--- config.mk ---
export PLATFORM = sky130hd
export DESIGN_NAME = ghist_update
export DESIGN_NICKNAME = d
export VERILOG_FILES = /design/src/rtl/ghist_update.sv
export SDC_FILE = /design/constraint.sdc
export NUM_CORES = 1
export LEC_CHECK = 0
export ABC_AREA = 1
export CORE_MARGIN = 3
export CORE_UTILIZATION = 35
export DETAILED_ROUTE_END_ITERATION = 8
export HOLD_SLACK_MARGIN = 0.03
export SLEW_MARGIN = 15
export SYNTH_ARGS = -nofsm -noshare
export SYNTH_HDL_FRONTEND = slang
export SYNTH_SLANG_ARGS = --single-unit
export TNS_END_PERCENT = 5
--- constraint.sdc ---
create_clock -name CLK -period 9.75 [get_ports CLK]
set_input_delay 0.975 -clock CLK [delete_from_list [all_inputs] [get_ports CLK]]
set_output_delay 0.975 -clock CLK [all_outputs]
set_load 0.05 [all_outputs]
--- src/rtl/ghist_update.sv ---
// Speculative global/path history with a checkpoint FIFO. Each accepted branch
// is checkpointed and shifted in; a mispredict restores from the oldest entry.
module ghist_update #(
  parameter int GlobLen   = 131,
  parameter int PLen      = 16,
  parameter int pc_len    = 32,
  parameter int CkptDepth = 8,
  parameter int CkptW     = 3
) (
  input  logic               CLK,
  input  logic               reset,
  input  logic               br_valid,
  input  logic               br_taken,
  input  logic [pc_len-1:0]  br_pc,
  output logic               br_ready,
  input  logic               resolve_valid,
  input  logic               resolve_mispredict,
  input  logic               resolve_taken,
  output logic [GlobLen-1:0] ghist,
  output logic [PLen-1:0]    phist,
  output logic               index_tag_enable,
  output logic [CkptW:0]     ckpt_count,
  output logic               resolve_err
);

  typedef enum logic {IDLE, RECOVER} state_t;

  localparam logic [CkptW:0]   CNT_FULL = (CkptW+1)'(CkptDepth);
  localparam logic [CkptW:0]   CNT_ONE  = (CkptW+1)'(1);
  localparam logic [CkptW-1:0] PTR_ONE  = CkptW'(1);

  state_t state;

  logic [GlobLen-1:0]   ckpt_ghist [CkptDepth];
  logic [PLen-1:0]      ckpt_phist [CkptDepth];
  logic [CkptDepth-1:0] ckpt_pcbit;

  logic [CkptW-1:0]   wr_ptr;
  logic [CkptW-1:0]   rd_ptr;
  logic [GlobLen-1:0] rd_ghist;
  logic [PLen-1:0]    rd_phist;
  logic               rd_pcbit;
  logic               empty;
  logic               mispredict;
  logic               accept;
  logic               pop;
  logic               recover;
  logic               unused_bits;

  assign empty      = (ckpt_count == '0);
  assign mispredict = resolve_valid & resolve_mispredict;
  // A mispredict in flight blocks the push so recovery never races a new entry.
  assign br_ready   = (state == IDLE) & (ckpt_count < CNT_FULL) & ~mispredict;
  assign accept     = br_valid & br_ready;
  assign pop        = resolve_valid & ~resolve_mispredict & ~empty;
  assign recover    = mispredict & ~empty;

  assign rd_ghist = ckpt_ghist[rd_ptr];
  assign rd_phist = ckpt_phist[rd_ptr];
  assign rd_pcbit = ckpt_pcbit[rd_ptr];

  // Only PC bit 2 feeds the path history; checkpoint MSBs shift out on restore.
  assign unused_bits = ^{br_pc[pc_len-1:3], br_pc[1:0],
                         rd_ghist[GlobLen-1], rd_phist[PLen-1]};

  // Checkpoint storage: data only, never reset.
  always_ff @(posedge CLK) begin
    if (accept) begin
      ckpt_ghist[wr_ptr] <= ghist;
      ckpt_phist[wr_ptr] <= phist;
      ckpt_pcbit[wr_ptr] <= br_pc[2];
    end
  end

  // Control FSM and speculative history registers.
  always_ff @(posedge CLK) begin
    if (!reset) begin
      state            <= IDLE;
      ghist            <= '0;
      phist            <= '0;
      wr_ptr           <= '0;
      rd_ptr           <= '0;
      ckpt_count       <= '0;
      index_tag_enable <= 1'b0;
      resolve_err      <= 1'b0;
    end else begin
      index_tag_enable <= accept | recover;
      if (resolve_valid & empty)
        resolve_err <= 1'b1;

      if (recover) begin
        ghist      <= {rd_ghist[GlobLen-2:0], resolve_taken};
        phist      <= {rd_phist[PLen-2:0], rd_pcbit};
        rd_ptr     <= wr_ptr;
        ckpt_count <= '0;
        state      <= RECOVER;
      end else begin
        state <= IDLE;
        if (accept) begin
          ghist  <= {ghist[GlobLen-2:0], br_taken};
          phist  <= {phist[PLen-2:0], br_pc[2]};
          wr_ptr <= wr_ptr + PTR_ONE;
        end
        if (pop)
          rd_ptr <= rd_ptr + PTR_ONE;
        case ({accept, pop})
          2'b10:   ckpt_count <= ckpt_count + CNT_ONE;
          2'b01:   ckpt_count <= ckpt_count - CNT_ONE;
          default: ckpt_count <= ckpt_count;
        endcase
      end
    end
  end

endmodule

==> results of run 1 <==
-- cell type report --
| class | count | area [um2] | share of cell area [%] |
|---|---|---|---|
| inverter | 927 | 3510 | 5.50 |
| clock buffer | 213 | 4000 | 6.27 |
| timing repair buffer | 213 | 2090 | 3.27 |
| sequential | 1331 | 38300 | 60.1 |
| multi-input combinational | 2893 | 12700 | 19.9 |
| tap | 2058 | 2570 | 4.03 |
| clock inverter | 53 | 606 | 0.949 |
-- cells by family after synthesis --
| family | Yosys count | synth area share [%] |
|---|---|---|
| AO/OA/AOI/OAI | 400 | 3.59 |
| XOR/XNOR | 1 | 0.0157 |
| adder cells (fa/ha/maj) | 5 | 0.112 |
| buffers and inverters | 1234 | 8.82 |
| flip-flops | 1331 | 68.6 |
| AND/OR/NAND/NOR | 2487 | 18.8 |
-- layer usage --
metal | track usage, % | share of wire, % | up-vias
li1 | - | - | 18000
met1 | 22.6 | 43 | 18300
met2 | 29.5 | 48 | 1031
met3 | 3.68 | 6.8 | 196
met4 | 4.76 | 1.9 | 0
met5 | 0 | 0 | -
-- power by group --
| group | internal (W) | leakage, nW | total (W) | switching [W] |
|---|---|---|---|---|
| Clock | 0.00297 | 2.23 | 0.00527 | 0.00230 |
| Combinational | 0.000575 | 11.5 | 0.00215 | 0.00157 |
| Sequential | 0.00662 | 12.2 | 0.00696 | 0.000345 |
| Total | 0.0102 | 25.9 | 0.0144 | 0.00422 |
-- worst max-delay path, delay by kind of cell, from the launching register on --
family          cells  cell delay, ns
compound gates      1            0.19
buf+inv             3            2.65
flops               1            0.57
simple gates        5            0.46
-- synthesized netlist by cell type, types with 3 or more instances --
library cell,n
a21oi_1,155
buf_2,170
buf_4,10
nor2_1,25
inv_2,5
clkbuf_1,79
o21ai_0,241
nand2_1,1521
or2_2,3
ha_1,5
buf_6,4
clkbuf_2,10
buf_1,34
nand3_1,933
inv_1,921
dfxtp_1,163
edfxtp_1,1168
o21ai_1,3
-- per-stage QoR --
step | std cells | hold WS (ns)
after floorplan | 5458 | 0.475
after global placement | 7422 | 0.452
after detailed placement | 7422 | 0.456
after CTS | 7688 | 0.465
after global routing | 7688 | 0.504
final | 7688 | 0.458
-- how the worst max path moves through the flow --
| stage | to | startpoint | slack, ns | depth (start not counted) |
|---|---|---|---|---|
| floorplan | ckpt_ghist[0][0] | resolve_valid | 1.18 | 6 |
| global placement | ckpt_ghist[6][78] | resolve_valid | 4.98 | 8 |
| detailed placement | ckpt_ghist[6][67] | resolve_valid | 4.96 | 8 |
| CTS | ghist[72] | register | 5.63 | 9 |
| global route | ghist[71] | register | 5.32 | 9 |
| finish | ghist[70] | register | 5.64 | 9 |
-- flip-flops by register name, summed over array words and instances (netlist names), named ones only --
register / cells
ckpt_count: 4
ckpt_ghist: 1040
ckpt_pcbit: 8
ckpt_phist: 120
ghist: 131
index_tag_enable: 1
phist: 16
rd_ptr: 3
resolve_err: 1
state: 1
wr_ptr: 3
==> results_dict.tcl, run 1 <==
set metrics [dict create \
    dieArea_mm2 0.164 \
    synth_ff_type "edfxtp_1" \
    p_leak_nw 25.9 \
    first_iter_violations 2962 \
    clock-root-buffer "clkbuf_16" \
    start_util_pct 35.5 \
    rsz0062_at_grt "no" \
    yosysTopAreaCell "edfxtp_1" \
    end_kind "register" \
    p_per_area_mw_per_mm2 225 \
    crit_fanout 95 \
    clock_skew_ns 0.0565 \
    via_count 37600 \
    yosys.area.top_type_share_pct 62.8 \
    dpl_worst_slack_ns 4.96 \
    relSlewSlack_pct 23.4 \
    fp.dieW_um 405 \
    overflow 0 \
    grt_max_degree 197 \
    clkSinkCount 1331 \
    antenna_found_initial 0 \
    grt_pass1_wl_um 221000 \
    fp.dieH_um 405 \
    setup_tns_ns 0 \
    ant_nets 0 \
    grt_pass1_vias 36700 \
    crit_arrival_ns 4.79 \
    cts_buffers 142 \
    setup_viol 0 \
    finalCritPeriodShare_pct 42.1 \
    cp-start-kind "register" \
    r2r_slack_ns 5.64 \
    setup_ws_ns 5.64 \
    cp_slowest_cell "buf_4" \
    syn_inst 5458 \
    wl_per_cell_um 18.8 \
    finalInstanceArea_mm2 0.0638 \
    htree_num_levels 4 \
    viasPerCell 4.88 \
    drtPass1Iterations 5 \
    ys_top_cells_by_area "edfxtp_1 63%, nand2_1 10%, nand3_1 8.4%" \
    path_clk_slew_ns 0.06 \
    finalMaxSlewViolations 0 \
    mostFrequentLayoutCell "nand2_1" \
    drc 0 \
    totalWireLength_um 144000 \
    ir_drop_mv 0.163 \
    timing_worst_setup_path_type "register to register" \
    hold_start "resolve_err" \
    r2r_end "ghist[70]" \
    cts_max_path_buffers 3 \
    ctsHoldBuffers 0 \
    tightest_slew_ns 1.15 \
    nFillCells 14700 \
    synthArstFlopShare_pct 0 \
    critPathRequiredTime_ns 10.43 \
    yosysSeqAreaShare_pct 68.6 \
    cts_tree "done" \
    ios 193 \
    cts.repair.resized 0 \
    grt.total_usage_pct 17.4 \
    nets 5552 \
    hold-path-endpoint "resolve_err" \
    synth-edff-count 1168 \
    dp_hpwl_um 68000 \
    min_path_type "register to register" \
    post_cts.repair.setup_buffers 0 \
    layout_common_cells "1520 x nand2_1, 1168 x edfxtp_1, 932 x nand3_1" \
    synth_fp_nets 5502 \
    yosys_warnings 0 \
    antennaDiodeCount 0 \
    insertion_delay_ns 0.78 \
    syn-cell-area_mm2 0.0559 \
    rows 145 \
    syn_to_final_growth_pct 14.2 \
    timing.final.hold_violations 0 \
    whs_path_depth 2 \
    avgSynthCellArea_um2 10.2 \
    dpl-instance-area_mm2 0.0592 \
    utilization_pct 40.6 \
    gp_congestion 0.717 \
    drive_gt1_share_pct 4.90 \
    ys_types 25 \
    crit_chain "buf_4 -> buf_4 -> buf_4 -> nand2_1 -> nand2_1 -> nand2_1 -> nand3_1 -> nand3_1 -> a21oi_1" \
    status "complete, no violations" \
    fmax_mhz 243 \
    power_w 0.0144 \
    reg2reg_depth 9 \
    maxCapViolCount 0 \
    slowest_delay_ns 0.96 \
    ys_ff_latch 1331 \
    io_buffer_count 161 \
    core-area_mm2 0.157 \
    min_period_ns 4.11 \
]
No activity file was read; power rests on OpenSTA's default activity.
==> run 2, diff against run 1 <==
Clock period 9.75 ns to 3.9 ns, I/O delays scaled along.
==> results_dict.tcl, run 2 (same netlist as run 1, synthesis figures left out) <==
set metrics [dict create \
    core-area_mm2 0.157 \
    htree_num_levels 4 \
    cts_tree "done" \
    largest_reg_flops 1040 \
    mostFrequentLayoutCell "nand2_1" \
    cts_buffers 145 \
    crit_chain "nor2_1 -> nand2_1 -> inv_2 -> clkdlybuf4s50_1" \
    r2r_end "phist[12]" \
    grt.total_usage_pct 17.4 \
    via_count 37600 \
    drc 0 \
    post_cts.repair.setup_buffers 0 \
    r2r_slack_ns 1.19 \
    worst-path-buf-inv 2 \
    maxCapViolCount 0 \
    stdcell_count 7696 \
    drtPass1Iterations 6 \
    grt_max_degree 196 \
    startpoint "ckpt_count[3]" \
    clkSinkCount 1331 \
    timing.final.hold_violations 0 \
    setup_tns_ns 0 \
    crit_arrival_ns 2.75 \
    clock_skew_ns 0.0278 \
    tightest_slew_ns 1.12 \
    grt_pass1_wl_um 220000 \
    crit_end "br_ready" \
    cp_num_cells 4 \
    drive_gt1_share_pct 5.46 \
    cp_slowest_cell "clkdlybuf4s50_1" \
    insertion_delay_ns 0.77 \
    placed_cells_incl_taps 7429 \
    viasPerCell 4.89 \
    clock-root-buffer "clkbuf_16" \
    cp-start-kind "register" \
    fp.dieW_um 405 \
    status "complete, no violations" \
    rsz0062_at_grt "no" \
    min_period_ns 3.14 \
    nets 5562 \
    setup_ws_ns 0.765 \
    first_iter_violations 3115 \
    overflow 0 \
    antennaDiodeCount 0 \
    totalWireLength_um 144000 \
    setup_viol 0 \
    antenna_found_initial 0 \
    syn_to_final_growth_pct 15.4 \
    power_w 0.0366 \
    gp_congestion 0.755 \
    ir_drop_mv 0.399 \
    wl_per_cell_um 18.7 \
    finalCritPeriodShare_pct 80.4 \
    dpl_worst_slack_ns 0.502 \
    critPathRequiredTime_ns 3.51 \
    largestRegisters "ckpt_ghist x1040, ghist x131, ckpt_phist x120" \
    finalMaxSlewViolations 0 \
    reg2reg_depth 7 \
    fmax_mhz 319 \
    dp_hpwl_um 68100 \
    grt_pass1_vias 36800 \
    rows 145 \
    timing_worst_setup_path_type "register to output pin" \
    cts_max_path_buffers 3 \
    utilization_pct 41.0 \
    layout_common_cells "1520 x nand2_1, 1168 x edfxtp_1, 931 x nand3_1" \
    ctsHoldBuffers 0 \
    regMostFlops "ckpt_ghist" \
    p_per_area_mw_per_mm2 568 \
    start_util_pct 35.5 \
    fp.dieH_um 405 \
    path_delay_family "buffers and inverters" \
    path_clk_slew_ns 0.06 \
    dieArea_mm2 0.164 \
    io_buffer_count 161 \
    ios 193 \
    crit_fanout 6 \
    relSlewSlack_pct 25.5 \
    ant_nets 0 \
    min_path_type "input port to register" \
    p_leak_nw 26.2 \
    cts.repair.resized 0 \
    slowest_delay_ns 0.86 \
    end_kind "output pin" \
]
==> run 2: metrics by stage <==
| stage | instance area, um2 | hold slack [ns] |
|---|---|---|
| after global routing | 64500 | 0.213 |
| after floorplan | 55900 | 0.475 |
| after detailed placement | 59600 | 0.444 |
| after global placement | 59600 | 0.449 |
| final | 64500 | 0.230 |
| after CTS | 64500 | 0.179 |
==> run 2: area by class of cell <==
class                   count  area [um2]
multi-input cells        2893       12700
clock buffers             212        4260
inverters                 927        3510
flip-flops and latches   1331       38300
well taps                2058        2570
repair buffers            220        2490
clock inverters            55         583
fillers                 14700       92800
==> run 2: tightest hold or removal path, delay by kind of cell <==
kind,cells,cell delay (ns)
AOI/OAI and AO/OA,2,0.23
buffers and inverters,1,0.28
==> run 2: worst min path at each step <==
stage | from | end | slack, ns | cells past startpoint
global route | reset | ghist[46] | 0.21 | 3
global placement | resolve_err | resolve_err | 0.45 | 2
CTS | reset | ghist[41] | 0.18 | 3
floorplan | wr_ptr[0] | wr_ptr[0] | 0.47 | 2
detailed placement | resolve_err | resolve_err | 0.44 | 2
finish | reset | ghist[46] | 0.23 | 3
==> run 2: report_power, final <==
group | switching, W | internal [W] | total, W
logic | 0.00399 | 0.00150 | 0.00549
clock network | 0.00559 | 0.00819 | 0.0138
registers | 0.000827 | 0.0165 | 0.0174
==> run 2: routing by layer <==
metal	up-vias	wire length [um]	GRT usage, %
li1	18000	-	-
met1	18300	62000	22.5
met2	1074	69000	29.2
met3	252	8850	3.15
met4	0	4050	6.03
met5	-	0	0
